`src/rtl/invaders_pkg.sv`:
```
// Shared definitions for the invaders playfield: bullet FSM encoding, field geometry and
// the bullet coordinate payload exchanged with the formation block.
package invaders_pkg;

    localparam int unsigned FIELD_COLS = 20;
    localparam int unsigned PLAYER_ROW = 15;
    localparam int unsigned BULLET_X_W = $clog2(FIELD_COLS);
    localparam int unsigned BULLET_Y_W = $clog2(PLAYER_ROW + 1);

    localparam logic [BULLET_X_W-1:0] PARK_X = '0;
    localparam logic [BULLET_Y_W-1:0] PARK_Y = '0;

    typedef enum logic [1:0] {
        ST_IDLE     = 2'd0,
        ST_FLYING   = 2'd1,
        ST_COOLDOWN = 2'd2
    } bullet_state_e;

    typedef struct packed {
        logic [BULLET_X_W-1:0] x;
        logic [BULLET_Y_W-1:0] y;
    } bullet_pos_t;

endpackage

```
`src/rtl/bullet_tick_gen.sv`:
```
// Cycle counter with synchronous restart; o_tick is high in the cycle the count sits on
// CYCLES-1, i.e. once every CYCLES enabled cycles after a restart.
module bullet_tick_gen #(
    parameter int unsigned CYCLES = 2
) (
    input  logic i_clk_25MHz,
    input  logic i_reset,
    input  logic i_restart,
    input  logic i_en,
    output logic o_tick
);

    localparam int unsigned CNT_W = (CYCLES > 1) ? $clog2(CYCLES) : 1;
    localparam logic [CNT_W-1:0] LAST = CNT_W'(CYCLES - 1);

    logic [CNT_W-1:0] count_q, count_d;
    logic             tick_q, tick_d;

    // Tick is registered by looking one count ahead, so it lines up with count_q == LAST.
    always_comb begin
        count_d = count_q;
        if (i_restart) begin
            count_d = '0;
        end else if (i_en) begin
            count_d = (count_q == LAST) ? '0 : count_q + CNT_W'(1);
        end
        tick_d = (i_restart || i_en) && (count_d == LAST);
    end

    always_ff @(posedge i_clk_25MHz) begin
        if (i_reset) begin
            count_q <= '0;
            tick_q  <= 1'b0;
        end else begin
            count_q <= count_d;
            tick_q  <= tick_d;
        end
    end

    assign o_tick = tick_q;

endmodule

```
`src/rtl/bullet_ctrl.sv`:
```
// Player bullet controller: launches on a fire edge, climbs one row per step, retires on hit or
// at the top row, then cools down. Define BULLET_SCORE_EN to add the saturating o_score counter.
module bullet_ctrl
    import invaders_pkg::*;
#(
    parameter int unsigned STEP_CYCLES     = 2500,
    parameter int unsigned COOLDOWN_CYCLES = 1250,
    parameter int unsigned SPAWN_Y         = PLAYER_ROW - 1
) (
    input  logic                  i_clk_25MHz,
    input  logic                  i_reset,
    input  logic                  i_fire,
    input  logic [BULLET_X_W-1:0] i_player_x,
    input  logic                  i_hit,
    output logic [BULLET_X_W-1:0] o_bullet_x,
    output logic [BULLET_Y_W-1:0] o_bullet_y,
    output logic                  o_active
`ifdef BULLET_SCORE_EN
    ,
    output logic [7:0]            o_score
`endif
);

    localparam logic [BULLET_Y_W-1:0] SPAWN_ROW = BULLET_Y_W'(SPAWN_Y);
    localparam logic [BULLET_Y_W-1:0] TOP_ROW   = BULLET_Y_W'(1);

    bullet_state_e state_q, state_d;
    bullet_pos_t   pos_q, pos_d;
    logic          active_q, active_d;
    logic          fire_q;
    logic          fire_edge;
    logic          step_restart, cool_restart;
    logic          step_tick, cool_tick;
`ifdef BULLET_SCORE_EN
    logic [7:0]    score_q, score_d;
`endif

    assign fire_edge = i_fire & ~fire_q;

    bullet_tick_gen #(.CYCLES(STEP_CYCLES)) u_step_gen (
        .i_clk_25MHz (i_clk_25MHz),
        .i_reset     (i_reset),
        .i_restart   (step_restart),
        .i_en        (state_q == ST_FLYING),
        .o_tick      (step_tick)
    );

    bullet_tick_gen #(.CYCLES(COOLDOWN_CYCLES)) u_cool_gen (
        .i_clk_25MHz (i_clk_25MHz),
        .i_reset     (i_reset),
        .i_restart   (cool_restart),
        .i_en        (state_q == ST_COOLDOWN),
        .o_tick      (cool_tick)
    );

    // Next state and bullet position; a hit outranks a step in the same cycle.
    always_comb begin
        state_d      = state_q;
        pos_d        = pos_q;
        active_d     = active_q;
        step_restart = 1'b0;
        cool_restart = 1'b0;
`ifdef BULLET_SCORE_EN
        score_d      = score_q;
`endif
        case (state_q)
            ST_IDLE: begin
                if (fire_edge) begin
                    state_d      = ST_FLYING;
                    pos_d.x      = i_player_x;
                    pos_d.y      = SPAWN_ROW;
                    active_d     = 1'b1;
                    step_restart = 1'b1;
                end
            end
            ST_FLYING: begin
                if (i_hit) begin
                    state_d      = ST_COOLDOWN;
                    pos_d.x      = PARK_X;
                    pos_d.y      = PARK_Y;
                    active_d     = 1'b0;
                    cool_restart = 1'b1;
`ifdef BULLET_SCORE_EN
                    if (score_q != 8'hFF) begin
                        score_d = score_q + 8'd1;
                    end
`endif
                end else if (step_tick) begin
                    if (pos_q.y == TOP_ROW) begin
                        state_d      = ST_COOLDOWN;
                        pos_d.x      = PARK_X;
                        pos_d.y      = PARK_Y;
                        active_d     = 1'b0;
                        cool_restart = 1'b1;
                    end else begin
                        pos_d.y = pos_q.y - BULLET_Y_W'(1);
                    end
                end
            end
            ST_COOLDOWN: begin
                if (cool_tick) begin
                    state_d = ST_IDLE;
                end
            end
            default: begin
                state_d  = ST_IDLE;
                pos_d.x  = PARK_X;
                pos_d.y  = PARK_Y;
                active_d = 1'b0;
            end
        endcase
    end

    always_ff @(posedge i_clk_25MHz) begin
        if (i_reset) begin
            state_q  <= ST_IDLE;
            pos_q.x  <= PARK_X;
            pos_q.y  <= PARK_Y;
            active_q <= 1'b0;
            fire_q   <= 1'b0;
        end else begin
            state_q  <= state_d;
            pos_q    <= pos_d;
            active_q <= active_d;
            fire_q   <= i_fire;
        end
    end

`ifdef BULLET_SCORE_EN
    always_ff @(posedge i_clk_25MHz) begin
        if (i_reset) begin
            score_q <= 8'd0;
        end else begin
            score_q <= score_d;
        end
    end

    assign o_score = score_q;
`endif

    assign o_bullet_x = pos_q.x;
    assign o_bullet_y = pos_q.y;
    assign o_active   = active_q;

endmodule

```
`config.mk`:
```
export PLATFORM = sky130hd
export DESIGN_NAME = bullet_ctrl
export DESIGN_NICKNAME = d
export VERILOG_FILES = /design/src/rtl/invaders_pkg.sv /design/src/rtl/bullet_tick_gen.sv /design/src/rtl/bullet_ctrl.sv
export SDC_FILE = /design/constraint.sdc
export NUM_CORES = 1
export LEC_CHECK = 0
export ABC_AREA = 1
export ABC_CLOCK_PERIOD_IN_PS = 3500
export BUFFER_PORTS_ARGS = -buffer_cell sky130_fd_sc_hd__buf_2
export CORE_ASPECT_RATIO = 1.5
export CORE_MARGIN = 5
export CORE_UTILIZATION = 55
export DETAILED_ROUTE_END_ITERATION = 10
export PLACE_DENSITY = 0.86
export SLEW_MARGIN = 40
export SYNTH_ARGS = -nofsm -noshare
export SYNTH_HDL_FRONTEND = slang
export SYNTH_SLANG_ARGS = --single-unit
```
`constraint.sdc`:
```
create_clock -name i_clk_25MHz -period 3.5 [get_ports i_clk_25MHz]
set_input_delay 0.35 -clock i_clk_25MHz [delete_from_list [all_inputs] [get_ports i_clk_25MHz]]
set_output_delay 0.35 -clock i_clk_25MHz [all_outputs]
set_load 0.02 [all_outputs]
```
==> impl_metrics.py <==
metrics = {
    "die": {
        "pin_count": 19,
        "fp.coreArea_sq_um": 3680,
        "rows": 27,
        "die_h_um": 85.3,
        "dieWidth_um": 60.2,
        "die-area_sq_um": 5140,
        "start_util_pct": 56.5,
    },
    "clock_network": {
        "root_buffer": "clkbuf_8",
        "cts_tree": "done",
        "cts_max_level": 2,
        "cts_max_path_buffers": 2,
        "cts.sinks": 38,
        "cts_made_buffers": 5,
        "post_cts_resize_count": 0,
        "clk-insertion-delay-late_ns": 0.30,
        "clk_pin_slew_ns": 0.08,
        "cts_hold_buf": 0,
        "cts_setup_buffers": 0,
    },
    "power_and_ir_drop": {
        "p_clk_share_pct": 42.5,
        "powerDensity_nw_per_um2": 448,
        "combPwrFrac_pct": 13.3,
        "p_int_w": 0.000782,
        "p_switching_w": 0.000273,
        "power_frac_seq_pct": 44.1,
        "ir_worst_vdd_mv": 0.403,
        "power.total_w": 0.00106,
        "leakage_nw": 1.03,
        "switching_share_pct": 25.9,
    },
    "logic_synthesis": {
        "syn_inst": 306,
        "ys_types": 30,
        "yosys.area.top_type_share_pct": 36.6,
        "synthTopCellsByArea": "dfxtp_1, nand2_1, nor2_1",
        "yosysWarnings": 0,
        "syn_avg_cell_area_sq_um": 6.80,
        "synth_top_area_cell": "dfxtp_1",
        "seq_area_frac_synth_pct": 36.6,
        "ys_seq_elements": 38,
        "syn_nets": 321,
        "syn-cell-area_sq_um": 2080,
    },
    "timing": {
        "rsz0062_at_grt": "false",
        "final_max_slew_viol_count": 0,
        "period_share_pct": 46.4,
        "slew_headroom_pct": 76.3,
        "min_period_ns": 1.62,
        "tightest_slew_ns": 0.355,
        "fin_setup_tns_ns": 0,
        "fmax_mhz": 616,
        "setup_viol": 0,
        "hold_viol_final": 0,
        "fin_skew_ns": 0.0106,
        "hold_ws_ns": 0.280,
    },
    "setup_path": {
        "crit_fanout": 6,
        "start_kind": "flop",
        "critical_path_class": "flop to flop",
        "regToRegSetupSlack_ns": 1.88,
        "end_kind": "flop",
        "cp.arrival_ns": 1.85,
        "cp.required_ns": 3.73,
    },
    "grt": {
        "antenna_found_initial": 0,
        "first_global_vias": 1979,
        "grt_max_degree": 20,
        "grt_overflow": 0,
        "grt_util_all_layers_pct": 21.2,
        "grt_pass1_wl_mm": 8.36,
    },
    "drt": {
        "drt_iter0_drc": 134,
        "drt_wl_total_mm": 4.88,
        "dr_total_vias": 1985,
        "drc": 0,
        "antenna_left": 0,
        "drtPass1Iterations": 4,
        "wl_per_cell_um": 13.1,
        "viasPerCell": 5.32,
    },
    "cells_and_area": {
        "area_growth_syn_to_layout_pct": 13.2,
        "drive_gt1_share_pct": 15.5,
        "diodes": 0,
        "seqCellArea_sq_um": 761,
        "fillers": 344,
        "nets": 344,
        "multi_input_area_sq_um": 1160,
    },
    "placed_design": {
        "numPortBuffers": 18,
        "dp_hpwl_mm": 3.78,
        "globalplace.congestion": 1.01,
    },
    "flow_run": {
        "maxCapViolCount": 0,
    },
    "hold_path": {
        "min_path_type": "input port to flop",
    },
    "outcome": {
        "outcome": "completed",
    },
}
[logic make-up after synthesis]
kind of cell | Yosys count | share of synthesized area, %
xor+xnor | 6 | 2.53
simple gates | 184 | 41.3
compound gates | 31 | 8.60
fa+ha+maj | 6 | 3.61
buf+inv | 41 | 7.40
flops | 38 | 36.6
[through the flow]
step	std cells	utilization [%]	setup WS [ns]	instance area [sq um]
after global placement	365	60.2	1.92	2220
after floorplan	306	-	2.08	2080
after global routing	373	63.9	1.73	2350
after CTS	373	63.9	1.88	2350
final	373	63.9	1.88	2350
after detailed placement	365	60.2	1.91	2220
[cells in the mapped netlist, drive strengths merged]
cell / n
nand2: 79
nor2: 61
inv: 39
dfxtp: 38
nand3: 31
a21oi: 13
o21ai: 10
ha: 6
a22oi: 5
nand3b: 4
nor3: 4
xor2: 4
nand4: 2
or2: 2
xnor2: 2
a21o: 1
buf: 1
clkbuf: 1
nor3b: 1
o21a: 1
o21bai: 1
[worst max-delay path: stages (launching register included)]
cell and delay, ns:
dfxtp_1 0.43, ha_1 0.22, nand3_1 0.10, nor2_1 0.22, nand3_2 0.12, nor2_2 0.11
xor2_1 0.19, nand3_1 0.09, nor2_1 0.08
[sequential cells by signal (all words and copies together) (netlist names)]
register and flops:
u_cool_gen.o_tick 1, fire_q 1, u_step_gen.count_q 12, state_q 2
o_bullet_y 4, o_bullet_x 5, u_cool_gen.count_q 11, o_active 1
u_step_gen.o_tick 1
[power by group through the flow]
stage	registers [W]	clock network, W	logic [W]
2_1_floorplan	0.000487	0	0.0000888
3_3_place_gp	0.000475	0	0.000139
3_5_place_dp	0.000476	0	0.000140
4_1_cts	0.000466	0.000457	0.000142
5_1_grt	0.000469	0.000479	0.000157
6_report	0.000466	0.000449	0.000141
[worst paths after layout]
check / start / to / depth (start not counted)
setup / recovery: u_cool_gen.count_q[0]$_SDFF_PP0_ / u_cool_gen.o_tick$_SDFF_PP0_ / 8
hold reg to reg: o_active$_SDFFE_PP0P_ / o_active$_SDFFE_PP0P_ / 2
hold / removal: i_fire / fire_q$_SDFF_PP0_ / 3
setup reg to reg: u_cool_gen.count_q[0]$_SDFF_PP0_ / u_cool_gen.o_tick$_SDFF_PP0_ / 8
[area by class of cell]
type / count / area share (%)
multi-input combinational: 227 / 49.5
sequential: 38 / 32.3
inverter: 39 / 6.22
timing repair buffer: 18 / 3.83
clock buffer: 5 / 2.92
clock inverter: 3 / 2.92
tap: 43 / 2.29
[per-layer routing]
metal	vias to the layer above	GRT usage [%]	routed length, um
li1	1021	-	-
met1	913	20.6	1790
met2	34	39.3	2800
met3	17	4.26	117
met4	0	11.5	168
met5	-	0	0
[layout by cell type (no fill, tap or decap), types with 3 or more instances in the layout]
cell,Yosys,final
nand2_1,71,71
nand2_4,3,3
nand3_1,29,29
a21oi_1,13,13
inv_1,34,34
nor2_4,6,6
ha_1,6,6
nand3b_1,4,4
nor2_1,53,53
buf_2,0,18
nand2_2,5,5
o21ai_0,8,8
a22oi_1,5,5
clkbuf_8,0,5
inv_2,5,5
xor2_1,4,4
dfxtp_1,38,38
nor3_1,4,4
Note: power is estimated with default switching activity, not from simulation.
